**config.mk**
```make
export PLATFORM = sky130hd
export DESIGN_NAME = uart_rx_frontend_flat
export DESIGN_NICKNAME = d
export VERILOG_FILES = /design/src/rtl/uart_pkg.sv /design/src/rtl/uart_rx_frontend_if.sv /design/src/rtl/uart_baud_tick.sv /design/src/rtl/uart_rx_frontend.sv /design/src/flat_wrapper.sv
export SDC_FILE = /design/constraint.sdc
export NUM_CORES = 1
export LEC_CHECK = 0
export CORE_UTILIZATION = 55
export CTS_BUF_LIST = sky130_fd_sc_hd__clkbuf_8 sky130_fd_sc_hd__clkbuf_16
export CTS_CLUSTER_DIAMETER = 60
export DETAILED_ROUTE_END_ITERATION = 8
export PLACE_DENSITY = 0.74
export SYNTH_ARGS = -nofsm -noshare
export SYNTH_HDL_FRONTEND = slang
export SYNTH_SLANG_ARGS = --single-unit
```
**constraint.sdc**
```tcl
create_clock -name clk -period 3.2 [get_ports clk]
set_clock_uncertainty 0.2 [all_clocks]
set_input_delay 0.48 -clock clk [delete_from_list [all_inputs] [get_ports clk]]
set_output_delay 0.48 -clock clk [all_outputs]
set_load 0.01 [all_outputs]
```
**src/rtl/uart_pkg.sv**
```systemverilog
// Shared UART definitions used by the receive front end and the transmit stage.
package uart_pkg;

  localparam int unsigned OVERSAMPLE_DEFAULT = 16;
  localparam int unsigned DATA_BITS          = 8;

  typedef enum logic [1:0] {
    IDLE,
    START,
    DATA,
    STOP
  } uart_state_e;

endpackage

```
**src/rtl/uart_rx_frontend_if.sv**
```systemverilog
// Byte delivery handshake and status pulses between the UART receiver and the core.
interface uart_rx_frontend_if;
  import uart_pkg::*;

  logic [DATA_BITS-1:0] rx_data;
  logic                 rx_valid;
  logic                 rx_ready;
  logic                 frame_err;
  logic                 overrun;
  logic                 busy;

  modport master (
    output rx_data,
    output rx_valid,
    output frame_err,
    output overrun,
    output busy,
    input  rx_ready
  );

  modport slave (
    input  rx_data,
    input  rx_valid,
    input  frame_err,
    input  overrun,
    input  busy,
    output rx_ready
  );

endinterface

```
**src/rtl/uart_baud_tick.sv**
```systemverilog
// Oversample tick generator: one-cycle tick every DIV clocks, restartable to
// phase-align sampling with a detected start edge.
module uart_baud_tick #(
  parameter int unsigned DIV = 1
) (
  input  logic clk,
  input  logic rst_n,
  input  logic restart,
  output logic tick
);

  localparam int unsigned      CNT_W    = (DIV > 1) ? $clog2(DIV) : 1;
  localparam logic [CNT_W-1:0] CNT_LAST = CNT_W'(DIV - 1);

  logic [CNT_W-1:0] cnt;

  // Divider counter: wraps at DIV-1, forced to zero on restart.
  always_ff @(posedge clk or negedge rst_n) begin
    if (!rst_n) begin
      cnt <= '0;
    end else if (restart || (cnt == CNT_LAST)) begin
      cnt <= '0;
    end else begin
      cnt <= cnt + CNT_W'(1);
    end
  end

  assign tick = (cnt == CNT_LAST);

endmodule

```
**src/rtl/uart_rx_frontend.sv**
```systemverilog
// UART 8N1 receiver: pin synchroniser, oversampled de-framing FSM and a
// single-entry holding register presented over a valid/ready handshake.
module uart_rx_frontend
  import uart_pkg::*;
#(
  parameter int unsigned CLK_HZ     = 100000000,
  parameter int unsigned BAUD       = 115200,
  parameter int unsigned OVERSAMPLE = OVERSAMPLE_DEFAULT
) (
  input  logic               clk,
  input  logic               rst_n,
  input  logic               uart_rx,
  uart_rx_frontend_if.master rx_if
);

  localparam int unsigned       DIV       = CLK_HZ / (BAUD * OVERSAMPLE);
  localparam int unsigned       SAMP_W    = $clog2(OVERSAMPLE);
  localparam logic [SAMP_W-1:0] SAMP_MID  = SAMP_W'(OVERSAMPLE / 2 - 1);
  localparam logic [SAMP_W-1:0] SAMP_LAST = SAMP_W'(OVERSAMPLE - 1);
  localparam logic [2:0]        BIT_LAST  = 3'(DATA_BITS - 1);

  logic                 sync1;
  logic                 rx_s;
  logic [1:0]           sync_fill;
  logic                 armed;
  logic                 wait_high;
  uart_state_e          state;
  uart_state_e          state_nxt;
  logic                 tick;
  logic                 restart;
  logic                 start_ok;
  logic                 mid_start;
  logic                 mid_bit;
  logic                 byte_done;
  logic                 stop_bad;
  logic [SAMP_W-1:0]    samp_cnt;
  logic [2:0]           bit_cnt;
  logic [DATA_BITS-1:0] shift;

  // Two-flop synchroniser, preset to the idle level.
  always_ff @(posedge clk or negedge rst_n) begin
    if (!rst_n) begin
      sync1 <= 1'b1;
      rx_s  <= 1'b1;
    end else begin
      sync1 <= uart_rx;
      rx_s  <= sync1;
    end
  end

  // Arm on a real high line. sync_fill marks when rx_s carries pin data rather
  // than the reset preset, so releasing reset mid-frame cannot arm falsely.
  // wait_high blocks restart after a bad stop bit until the line returns high.
  always_ff @(posedge clk or negedge rst_n) begin
    if (!rst_n) begin
      sync_fill <= '0;
      armed     <= 1'b0;
      wait_high <= 1'b0;
    end else begin
      sync_fill <= {sync_fill[0], 1'b1};
      armed     <= armed | (rx_s & sync_fill[1]);
      if (stop_bad) begin
        wait_high <= 1'b1;
      end else if (rx_s) begin
        wait_high <= 1'b0;
      end
    end
  end

  assign start_ok  = armed && !wait_high && !rx_s;
  assign mid_start = tick && (samp_cnt == SAMP_MID);
  assign mid_bit   = tick && (samp_cnt == SAMP_LAST);

  uart_baud_tick #(
    .DIV(DIV)
  ) u_baud_tick (
    .clk    (clk),
    .rst_n  (rst_n),
    .restart(restart),
    .tick   (tick)
  );

  // FSM state register.
  always_ff @(posedge clk or negedge rst_n) begin
    if (!rst_n) begin
      state <= IDLE;
    end else begin
      state <= state_nxt;
    end
  end

  // FSM next-state logic.
  always_comb begin
    state_nxt = state;
    case (state)
      IDLE:  if (start_ok) state_nxt = START;
      START: if (mid_start) state_nxt = rx_s ? IDLE : DATA;
      DATA:  if (mid_bit && (bit_cnt == BIT_LAST)) state_nxt = STOP;
      STOP:  if (mid_bit) state_nxt = IDLE;
      default: state_nxt = IDLE;
    endcase
  end

  // FSM outputs: busy level, tick restart and stop-bit verdict strobes.
  always_comb begin
    rx_if.busy = (state != IDLE);
    restart    = 1'b0;
    byte_done  = 1'b0;
    stop_bad   = 1'b0;
    case (state)
      IDLE: restart = start_ok;
      STOP: begin
        byte_done = mid_bit && rx_s;
        stop_bad  = mid_bit && !rx_s;
      end
      default: ;
    endcase
  end

  // Sample and bit counters plus the LSB-first shift register.
  always_ff @(posedge clk or negedge rst_n) begin
    if (!rst_n) begin
      samp_cnt <= '0;
      bit_cnt  <= '0;
      shift    <= '0;
    end else begin
      case (state)
        IDLE: if (start_ok) samp_cnt <= '0;
        START: begin
          if (mid_start) begin
            samp_cnt <= '0;
            bit_cnt  <= '0;
          end else if (tick) begin
            samp_cnt <= samp_cnt + SAMP_W'(1);
          end
        end
        DATA: begin
          if (mid_bit) begin
            samp_cnt <= '0;
            bit_cnt  <= bit_cnt + 3'd1;
            shift    <= {rx_s, shift[DATA_BITS-1:1]};
          end else if (tick) begin
            samp_cnt <= samp_cnt + SAMP_W'(1);
          end
        end
        STOP: begin
          if (mid_bit) begin
            samp_cnt <= '0;
          end else if (tick) begin
            samp_cnt <= samp_cnt + SAMP_W'(1);
          end
        end
        default: ;
      endcase
    end
  end

  // Holding register and handshake; a byte arriving while the slot is full
  // and not being drained is dropped and reported as an overrun.
  always_ff @(posedge clk or negedge rst_n) begin
    if (!rst_n) begin
      rx_if.rx_data   <= '0;
      rx_if.rx_valid  <= 1'b0;
      rx_if.frame_err <= 1'b0;
      rx_if.overrun   <= 1'b0;
    end else begin
      rx_if.frame_err <= stop_bad;
      rx_if.overrun   <= byte_done && rx_if.rx_valid && !rx_if.rx_ready;
      if (byte_done && (!rx_if.rx_valid || rx_if.rx_ready)) begin
        rx_if.rx_data  <= shift;
        rx_if.rx_valid <= 1'b1;
      end else if (rx_if.rx_valid && rx_if.rx_ready) begin
        rx_if.rx_valid <= 1'b0;
      end
    end
  end

endmodule

```
**src/flat_wrapper.sv**
```systemverilog
// flat-port wrapper written by rule: the top's interface ports become plain ports
module uart_rx_frontend_flat import uart_pkg::*;
#(
  parameter int unsigned CLK_HZ     = 100000000,
  parameter int unsigned BAUD       = 115200,
  parameter int unsigned OVERSAMPLE = OVERSAMPLE_DEFAULT
)
  (clk, rst_n, uart_rx, rx_if_rx_data, rx_if_rx_valid, rx_if_frame_err, rx_if_overrun, rx_if_busy, rx_if_rx_ready);
  uart_rx_frontend_if rx_if_i ();
  input  logic clk;
  input  logic rst_n;
  input  logic uart_rx;
  output wire logic [$bits(rx_if_i.rx_data)-1:0] rx_if_rx_data;
  output wire logic [$bits(rx_if_i.rx_valid)-1:0] rx_if_rx_valid;
  output wire logic [$bits(rx_if_i.frame_err)-1:0] rx_if_frame_err;
  output wire logic [$bits(rx_if_i.overrun)-1:0] rx_if_overrun;
  output wire logic [$bits(rx_if_i.busy)-1:0] rx_if_busy;
  input wire logic [$bits(rx_if_i.rx_ready)-1:0] rx_if_rx_ready;
  assign rx_if_rx_data = rx_if_i.rx_data;
  assign rx_if_rx_valid = rx_if_i.rx_valid;
  assign rx_if_frame_err = rx_if_i.frame_err;
  assign rx_if_overrun = rx_if_i.overrun;
  assign rx_if_busy = rx_if_i.busy;
  assign rx_if_i.rx_ready = rx_if_rx_ready;
  uart_rx_frontend #(.CLK_HZ(CLK_HZ), .BAUD(BAUD), .OVERSAMPLE(OVERSAMPLE)) u_core (.clk(clk), .rst_n(rst_n), .uart_rx(uart_rx), .rx_if(rx_if_i));
endmodule
```
======== Yosys cells after proc, flatten, opt, wreduce, memory -nomap -nowiden ========
Index checks and enable logic that the tools add are counted.
operators by class
  equal/unequal tests ..................... 12
  mux-type cells .......................... 22
  bitwise logic cells ..................... 2
  reductions and logical operators ........ 26
  add/sub/neg operators ................... 3
operator list
  operator             count
  $mux 4               4
  $pmux 4 s3           1
  $logic_and 1x1->1    11
  $mux 2               5
  $ne 2x1->1 const B   5
  $pmux 2 s4           1
  $reduce_bool 2->1    4
  $mux 1               7
  $add 6x1->6 const B  1
  $eq 6x6->1 const B   1
  $mux 3               2
  $mux 6               1
  $pmux 3 s2           1
  $add 4x1->4 const B  1
  $eq 2x2->1 const B   2
  $eq 4x3->1 const B   1
  $eq 4x4->1 const B   1
  $logic_not 1->1      4
  $reduce_and 4->1     1
  $add 3x1->3 const B  1
  $eq 3x3->1 const B   1
  $reduce_and 3->1     1
  $eq 2x1->1 const B   1
  $logic_not 2->1      1
  other kinds (5)      6
storage, ports and cells
  logic and storage cells ................. 79
  input port bits ......................... 4
  register bits after elaboration ......... 40

======== Logic depth before layout (Yosys ltp) ========
Gate-level depths: netlist of run 1.
  word-level depth ........................ 6
  depth in mapped cells ................... 7

======== Modules after synthesis ========
A second synthesis of run 1 with hierarchy kept.
unflattened totals
  cells, all modules ...................... 147
  area, all modules ....................... 1820.5 um^2
by module, submodules not included
  module            cells each  instances  area each (um^2)  sequential area each (um^2)
  uart_rx_frontend  121         1          1532.7            853.3
  uart_baud_tick    26          1          287.8             150.1

======== Worst setup path after synthesis of run 1 ========
OpenSTA, ideal clock, no wires.
  kind .................................... reg2reg
  from .................................... reg u_core.u_baud_tick.cnt[1]
  to ...................................... reg u_core.rx_if.rx_data[0]
  clock period less this slack ............ 2.087 ns
  arrival ................................. 1.762 ns
  cell stages (with the launch flop) ...... 8
  library setup time ...................... 0.125 ns
  path slack .............................. 1.113 ns
  cells stage by stage .................... dfrtp_1 inv_1 ha_1 nand4b_4 or2_1 buf_6 nor3_4 mux2_2
between the ends
  cells in the longest elaborated chain, start to end .. 5
ends and longest elaborated chain
  what                      line                       source
  start: declaration        uart_baud_tick.sv:15       logic [CNT_W-1:0] cnt;
  start signal: assignment  uart_baud_tick.sv:24       cnt <= cnt + CNT_W'(1);
  $eq 6x6->1                uart_baud_tick.sv:28       assign tick = (cnt == CNT_LAST);
  $logic_and 1x1->1         uart_rx_frontend.sv:72     assign mid_bit = tick && (samp_cnt == SAMP_LAST);
  $logic_and 1x1->1         uart_rx_frontend.sv:113    byte_done = mid_bit && rx_s;
  $mux 1                    uart_rx_frontend.sv:110    case (state)
  $logic_and 1x1->1         uart_rx_frontend.sv:169    if (byte_done && (!rx_if.rx_valid || rx_if.rx_ready)) begin
  end signal: assignment    uart_rx_frontend.sv:170    rx_if.rx_data <= shift;
  end: declaration          uart_rx_frontend_if.sv:13  output rx_data,
No other way between the ends.
A chain may end at the register's enable or synchronous reset.

==> flow_summary.json, run 1 <==
{
  "overflow": 0,
  "timing.rr.start": "u_core.u_baud_tick.cnt[1]$_DFF_PN0_",
  "setup_slack_ps": 836,
  "max-cap-violations": 0,
  "vdd_drop_max_v": 0.000545,
  "worst_slew_pin_slew_ps": 861,
  "cts.path.max_buffers": 2,
  "rsz0062_at_grt": "no",
  "yosysTopAreaCell": "dfrtp_1",
  "path_depth": 3,
  "fin_crit_sh": 0.739,
  "syn-cell-area_sq_mm": 0.00176,
  "viasPerCell": 5.58,
  "routedWlPerCell_microns": 15.3,
  "worst-endpoint-required_ps": 2520,
  "multi_input_area_sq_um": 709,
  "rows": 20,
  "ys_types": 39,
  "drc": 0,
  "numCtsBuffers": 5,
  "cp_num_buf_inv": 2,
  "hold_viol": 0,
  "highest_layer": "met4",
  "routed_wl_microns": 3210,
  "grt_max_degree": 41,
  "dp_hpwl_microns": 2110,
  "syn_nets": 157,
  "gr-usage-all-layers": 0.220,
  "synth_edf_count": 0,
  "setup_violations": 0,
  "cts_tree": "yes",
  "grt_antenna_before_repair": 0,
  "cp_max_fo": 14,
  "drtIter0Drc": 62,
  "p_int_uw": 893,
  "hp-class": "in -> async",
  "p_comb_frac": 0.118,
  "drv_slew": 0,
  "reg2reg_slack_ps": 860,
  "cpLargestDelayFamily": "buffers and inverters",
  "final_nets": 173,
  "fin_tns_setup_ps": 0,
  "r2r_end": "u_core.rx_if.rx_data[6]$_DFFE_PN0P_",
  "synth-seq-cells": 40,
  "grt_pass1_vias": 1162,
  "drive_above_1_share": 0.200,
  "synth_ff_type": "dfrtp_1",
  "crit_slowest_cell": "dfrtp_1",
  "wl_met1_microns": 1440,
  "p_leak_nw": 0.939,
  "num_vias": 1167,
  "place.gp.congestion": 0.776,
  "cts_root_buf": "clkbuf_8",
  "port_buffers": 15,
  "p_sw_uw": 290,
  "dp_slack_ps": 865,
  "async_flop_share": 1.00,
  "power_density_mw_per_mm2": 575,
  "die_y_microns": 58.6,
  "synth.top_cell.area_share": 0.540,
  "cp_data_arrival_time_ps": 1680,
  "pin_count": 16,
  "worstSetupPathType": "reg -> out",
  "critPathLaunchType": "register",
  "yosys_warnings": 0,
  "wl_met2_microns": 1580,
  "grt_pass1_wl_microns": 5420,
  "synth_area_leaders": "dfrtp_1, mux2_2, ha_1",
  "syn2layout_area_growth_pct": 16.8,
  "drtAntennaViolNets": 0,
  "fillers": 247,
  "cts.repair.resized": 0,
  "swShare": 0.245,
  "synth.yosys.seq_area_share": 0.570,
  "crit_chain": "nor2_1, inv_1, clkdlybuf4s50_1",
  "dr_wl_met3_microns": 125,
  "critPathCaptureType": "output pin",
  "hold_buffers": 0,
  "core-area_sq_mm": 0.00305,
  "netlist_instances": 148,
  "first_pass_iters": 4,
  "register_area_sq_mm": 0.00100,
  "start_util": 0.577,
  "timing.fmax_mhz": 423,
  "antenna-diode-count": 0,
  "cp-endpoint": "rx_if_busy",
  "clock_latency_ps": 290,
  "r2r_cells": 6,
  "postCtsSetupBuffers": 0,
  "whs_ps": 99.1,
  "slew_headroom": 0.426,
  "pwr-share-seq": 0.509,
  "fin_crit_ps": 2360,
  "slowest_delay_ps": 600,
  "numClockSinks": 40,
  "status": "completed",
  "clk_pin_slew_ps": 70,
  "synth_area_per_cell_sq_um": 11.9,
  "cts_max_level": 2,
  "clkPwrFrac": 0.373,
  "die_area_sq_mm": 0.00343,
  "dieWidth_microns": 58.6
}
## per-stage QoR
stage	cells	util	cell area (sq um)	power, mW
2_1_floorplan	148	-	1760	0.706
3_3_place_gp	201	0.633	1930	0.741
3_5_place_dp	201	0.633	1930	0.752
4_1_cts	209	0.674	2060	1.20
5_1_grt	209	0.674	2060	1.24
6_report	209	0.674	2060	1.18
## cell usage after synthesis (all sizes together), types with 5 or more instances
| master | n |
|---|---|
| a21oi | 5 |
| clkbuf | 5 |
| nand2 | 8 |
| dfrtp | 38 |
| nor3 | 7 |
| nor2 | 17 |
| mux2 | 17 |
| nand3 | 9 |
| ha | 5 |
| inv | 5 |
## logic make-up after synthesis
| family | share of synthesized area |
|---|---|
| fa+ha+maj | 0.0355 |
| buf+inv | 0.0277 |
| other cells | 0.00213 |
| xor+xnor | 0.0199 |
| simple gates | 0.159 |
| flops | 0.570 |
| compound gates | 0.0774 |
| mux | 0.109 |
## layer usage
metal  global-route usage  vias to the layer above
li1                     -                      555
met1                0.285                      584
met2                0.345                       23
met3               0.0593                        5
met4                0.109                        0
met5                    0                        -
## worst min path at each step
| stage | slack (ps) | cells past startpoint | to |
|---|---|---|---|
| 2_1_floorplan | -20 | 0 | async pin |
| 6_report | 100 | 1 | u_core.samp_cnt[1]$_DFFE_PN0P_ |
| 5_1_grt | 160 | 0 | u_core.rx_s$_DFF_PN1_ |
| 3_3_place_gp | 130 | 0 | u_core.sync_fill[1]$_DFF_PN0_ |
| 4_1_cts | 130 | 1 | u_core.samp_cnt[1]$_DFFE_PN0P_ |
| 3_5_place_dp | 140 | 0 | u_core.sync_fill[1]$_DFF_PN0_ |
## area by class of cell
| class | instances | share of cell area |
|---|---|---|
| inverter | 5 | 0.00912 |
| tap | 44 | 0.0267 |
| multi-input combinational | 97 | 0.345 |
| clock buffer | 7 | 0.0468 |
| timing repair buffer | 15 | 0.0705 |
| clock inverter | 1 | 0.0146 |
| sequential | 40 | 0.488 |
## cells in the final DEF, fill, tap and decap left out, types with 2 or more instances in the layout
cell type,count
a211oi_1,2
a21oi_1,5
clkbuf_8,7
clkdlybuf4s50_1,14
dfrtp_1,38
dfstp_2,2
ha_1,5
inv_1,5
mux2_2,17
nand2_1,8
nand3_1,9
nand3b_1,2
nor2_1,16
nor3_1,6
xnor2_1,2
xor2_1,2
## worst register-to-register path, cell delays in order (launching register included)
cell,delay [ps]
dfrtp_1,410
inv_1,70
ha_1,180
nand4b_4,130
or2_1,400
nor3_4,450
mux2_2,400
## power groups by stage
stage	Clock, mW	Combinational [mW]	Sequential (mW)
finish	0.442	0.139	0.603
global route	0.473	0.159	0.609
CTS	0.453	0.142	0.602
detailed placement	0	0.140	0.611
global placement	0	0.133	0.608
floorplan	0	0.110	0.596
## registers in the layout, summed over array words and instances, names as in the netlist, 2 cells and up, named ones only
signal                  count
u_core.sync_fill            2
u_core.rx_if.rx_data        8
u_core.samp_cnt             4
u_core.u_baud_tick.cnt      6
u_core.bit_cnt              3
u_core.shift                8
Note: power is estimated with default switching activity, not from simulation.
==> run 2: changes to the inputs <==
- clock period: 3.2 -> 2.2 ns (I/O delays scaled with it)
==> flow_summary.json, run 2 (synthesis gave the netlist of run 1 again) <==
{
  "clk_pin_slew_ps": 70,
  "grt_max_degree": 41,
  "pin_count": 16,
  "wl_met1_microns": 1390,
  "rows": 20,
  "fin_crit_ps": 2080,
  "highest_layer": "met4",
  "power_density_mw_per_mm2": 809,
  "vdd_drop_max_v": 0.000623,
  "numClockSinks": 40,
  "max-cap-violations": 0,
  "core-area_sq_mm": 0.00305,
  "dp_hpwl_microns": 2110,
  "pwr-share-seq": 0.511,
  "gr-usage-all-layers": 0.206,
  "first_pass_iters": 4,
  "reg_top3": "u_core.rx_if.rx_data: 8 flops, u_core.shift: 8 flops, u_core.u_baud_tick.cnt: 6 flops",
  "drc": 0,
  "die_y_microns": 58.6,
  "numCtsBuffers": 5,
  "hold_viol": 0,
  "p_comb_frac": 0.118,
  "drtAntennaViolNets": 0,
  "p_sw_uw": 410,
  "overflow": 0,
  "grt_pass1_wl_microns": 5120,
  "status": "completed",
  "place.gp.congestion": 0.812,
  "swShare": 0.239,
  "cts.path.max_buffers": 2,
  "dr_wl_met3_microns": 72,
  "critPathLaunchType": "register",
  "cts_tree": "yes",
  "layout_commonest_cell": "dfrtp_1",
  "timing.fmax_mhz": 480,
  "drv_slew": 0,
  "dpl-instance-area_sq_mm": 0.00197,
  "setup_violations": 0,
  "p_leak_nw": 0.965,
  "grt_antenna_before_repair": 0,
  "fin_tns_setup_ps": 0,
  "dp_cells": 205,
  "wl_met2_microns": 1440,
  "final_cell_mix": "dfrtp_1, mux2_2, nor2_1",
  "layout.cells.non_filler": 214,
  "routedWlPerCell_microns": 13.8,
  "syn2layout_area_growth_pct": 20.2,
  "fin_area_sq_mm": 0.00212,
  "critPathCaptureType": "register",
  "hp-class": "reg -> reg",
  "rsz0062_at_grt": "no",
  "p_int_mw": 1.30,
  "clock_latency_ps": 290,
  "cp_data_arrival_time_ps": 2050,
  "port_buffers": 15,
  "cts_max_level": 2,
  "drive_above_1_share": 0.235,
  "start_util": 0.577,
  "fin_crit_sh": 0.946,
  "num_vias": 1175,
  "grt_pass1_vias": 1157,
  "viasPerCell": 5.49,
  "cp_max_fo": 5,
  "cts_root_buf": "clkbuf_8",
  "worst-endpoint-required_ps": 2160,
  "clkPwrFrac": 0.371,
  "die_area_sq_mm": 0.00343,
  "antenna-diode-count": 0,
  "routed_wl_microns": 2960,
  "drtIter0Drc": 72,
  "dieWidth_microns": 58.6,
  "final_nets": 178,
  "worstSetupPathType": "reg -> reg"
}
-- run 2: cell types whose count changed in the layout (fill, tap and decap cells not counted), sizes merged --
| cell | delta |
|---|---|
| dlygate4sd3 | +1 |
| buf | +4 |
-- run 2: final timing paths --
| kind | endpoint | depth (start not counted) | slack (ps) | start |
|---|---|---|---|---|
| min | u_core.sync_fill[1]$_DFF_PN0_ | 0 | 150 | u_core.sync_fill[0]$_DFF_PN0_ |
| min reg2reg | u_core.sync_fill[1]$_DFF_PN0_ | 0 | 150 | u_core.sync_fill[0]$_DFF_PN0_ |
| min in group asynchronous | u_core.u_baud_tick.cnt[5]$_DFF_PN0_ | 3 | 420 | rst_n |
| max reg2reg | u_core.bit_cnt[2]$_DFFE_PN0P_ | 6 | 120 | u_core.u_baud_tick.cnt[1]$_DFF_PN0_ |
| max | u_core.bit_cnt[2]$_DFFE_PN0P_ | 6 | 120 | u_core.u_baud_tick.cnt[1]$_DFF_PN0_ |
| max in group asynchronous | async pin | 3 | 1000 | rst_n |
-- run 2: final cells by class --
cell class,count,area (sq um)
Timing Repair Buffer,20,198
Fill cell,242,936
Inverter,5,18.8
Sequential cell,40,1000
Clock inverter,1,30.0
Multi-Input combinational cell,97,714
Clock buffer,7,96.3
Tap cell,44,55.1
-- run 2: power by group through the flow --
stage | combinational [mW] | clock [mW] | sequential (mW)
4_1_cts | 0.206 | 0.656 | 0.875
5_1_grt | 0.229 | 0.674 | 0.885
6_report | 0.201 | 0.635 | 0.875
2_1_floorplan | 0.160 | 0 | 0.866
3_5_place_dp | 0.203 | 0 | 0.889
3_3_place_gp | 0.195 | 0 | 0.885
-- run 2: critical path: stages (launching register included) --
cell and delay (ps):
dfrtp_1 400, inv_1 60, ha_1 170, nand4b_4 130, or4b_2 710, a21oi_1 200, nor3_1 80
-- run 2: through the flow --
step | hold slack [ps] | power [mW] | utilization | setup WS [ps]
after floorplan | -166 | 1.03 | - | 113
after global placement | 132 | 1.08 | 0.647 | 120
after detailed placement | 139 | 1.09 | 0.647 | 63.7
after CTS | 157 | 1.74 | 0.691 | 32.8
after global routing | 165 | 1.79 | 0.693 | 26.8
final | 153 | 1.71 | 0.693 | 118
-- run 2: routing by layer --
layer	vias to the layer above	global-route usage
met1	589	0.258
li1	561	-
met4	0	0.102
met2	18	0.340
met5	-	0
met3	7	0.0462
-- run 2: repair_timing --
item | CTS | global route
hold endpoints to repair | 38 | 0
setup buffers | 0 | 0
endpoints found under the setup margin | 0 | 9
hold buffers | 1 | 0
gates resized for setup | 0 | 3
==> run 3: changes to the inputs <==
- CTS_CLUSTER_SIZE: default -> 12
- PLACE_DENSITY: 0.74 -> 0.77
==> flow_summary.json, run 3 (synthesis gave the netlist of run 1 again) <==
{
  "overflow": 0,
  "hp-class": "reg -> reg",
  "p_leak_nw": 0.942,
  "status": "completed",
  "cts_max_level": 2,
  "grt_antenna_before_repair": 0,
  "max-cap-violations": 0,
  "setup_violations": 0,
  "final_nets": 177,
  "cts.path.max_buffers": 2,
  "vdd_drop_max_v": 0.000576,
  "cts_root_buf": "clkbuf_8",
  "numClockSinks": 40,
  "pin_count": 16,
  "worst_slew_pin_slew_ps": 847,
  "drtIter0Drc": 45,
  "layout.cells.non_filler": 213,
  "dieWidth_microns": 58.6,
  "fin_crit_ps": 2080,
  "rsz0062_at_grt": "no",
  "hold_viol": 0,
  "clk_pin_slew_ps": 70,
  "cp_max_fo": 8,
  "die_area_sq_mm": 0.00343,
  "drv_slew": 0,
  "final_cell_mix": "dfrtp_1, mux2_2, nor2_1",
  "finalPower_mw": 1.52,
  "dp_cells": 204,
  "grt_max_degree": 41,
  "critPathCaptureType": "register",
  "dpl-instance-area_sq_mm": 0.00197,
  "drtAntennaViolNets": 0,
  "place.gp.congestion": 0.753,
  "num_vias": 1154,
  "clock_latency_ps": 280,
  "core-area_sq_mm": 0.00305,
  "drive_above_1_share": 0.219,
  "cts_tree": "yes",
  "gr-usage-all-layers": 0.195,
  "dp_hpwl_microns": 2120,
  "slew_headroom": 0.435,
  "antenna-diode-count": 0,
  "fin_tns_setup_ps": 0,
  "routedWlPerCell_microns": 13.2,
  "layout_commonest_cell": "dfrtp_1",
  "syn2layout_area_growth_pct": 17.3,
  "start_util": 0.577,
  "timing.fmax_mhz": 481,
  "fin_crit_sh": 0.946,
  "drc": 0,
  "worst-endpoint-required_ps": 2160,
  "rows": 20,
  "worstSetupPathType": "reg -> reg",
  "first_pass_iters": 4,
  "die_y_microns": 58.6,
  "reg_top3": "u_core.rx_if.rx_data: 8 flops, u_core.shift: 8 flops, u_core.u_baud_tick.cnt: 6 flops",
  "grt_pass1_vias": 1212,
  "fin_util": 0.677,
  "numCtsBuffers": 5,
  "fin_area_sq_mm": 0.00207,
  "grt_pass1_wl_microns": 4980,
  "viasPerCell": 5.42,
  "port_buffers": 15,
  "critPathLaunchType": "register",
  "power_density_mw_per_mm2": 734,
  "cp_data_arrival_time_ps": 2050,
  "routed_wl_microns": 2820
}
-- run 3: changes by cell type in the layout (fill, tap and decap cells not counted) --
cell	delta
buf_4	-1
bufinv_16	-1
clkbuf_8	-2
clkinv_2	+1
clkinvlp_4	+1
inv_1	+1
nor2_1	+1
nor2_2	-1
-- run 3: report_power, final --
part / switching, mW / leakage (nW) / internal [mW] / total [mW]
logic: 0.0982 / 0.370 / 0.101 / 0.199
clock network: 0.226 / 0.0453 / 0.217 / 0.443
registers: 0.0756 / 0.526 / 0.799 / 0.875
total: 0.400 / 0.942 / 1.12 / 1.52
-- run 3: worst max-delay path: stages, from the launching register on --
cell      delay [ps]
dfrtp_1          400
inv_1             60
ha_1             180
nand4b_4         130
or2_4            310
nor3_4           200
buf_12           150
mux2_2           330
-- run 3: layout make-up --
cell class / count / area (sq um)
sequential: 40 / 1000
fill: 242 / 987
clock inverter: 3 / 16.3
timing repair buffer: 19 / 190
tap: 44 / 55.1
multi-input combinational: 97 / 712
clock buffer: 5 / 68.8
inverter: 5 / 18.8
-- run 3: final timing paths --
check	startpoint	end	slack, ps	cells past startpoint
worst max-delay path	u_core.u_baud_tick.cnt[1]$_DFF_PN0_	u_core.rx_if.rx_data[4]$_DFFE_PN0P_	120	7
max in group asynchronous	rst_n	async pin	710	2
worst min-delay path	u_core.sync_fill[0]$_DFF_PN0_	u_core.sync_fill[1]$_DFF_PN0_	150	0
worst max register to register	u_core.u_baud_tick.cnt[1]$_DFF_PN0_	u_core.rx_if.rx_data[4]$_DFFE_PN0P_	120	7
min in group asynchronous	rst_n	u_core.shift[5]$_DFFE_PN0P_	500	2
worst min register to register	u_core.sync_fill[0]$_DFF_PN0_	u_core.sync_fill[1]$_DFF_PN0_	150	0
-- run 3: metal layers --
| metal | wire length, microns | vias to the layer above | global-route usage |
|---|---|---|---|
| met2 | 1450 | 11 | 0.330 |
| met5 | 0 | - | 0 |
| met4 | 16 | 0 | 0.0714 |
| met1 | 1300 | 584 | 0.248 |
| met3 | 52 | 2 | 0.0418 |
| li1 | - | 557 | - |
-- run 3: what timing repair did --
item,CTS,global route
gates resized for setup,0,2
endpoints found under the setup margin,0,15
endpoints found under the hold margin,38,0
hold buffers,1,0
buffers inserted,0,0
-- run 3: through the flow --
| stage | setup WS, ps | hold WS [ps] |
|---|---|---|
| after floorplan | 113 | -166 |
| after global placement | 121 | 134 |
| after detailed placement | 56.6 | 138 |
| after CTS | 18.2 | 155 |
| after global routing | 22.3 | 163 |
| final | 119 | 152 |
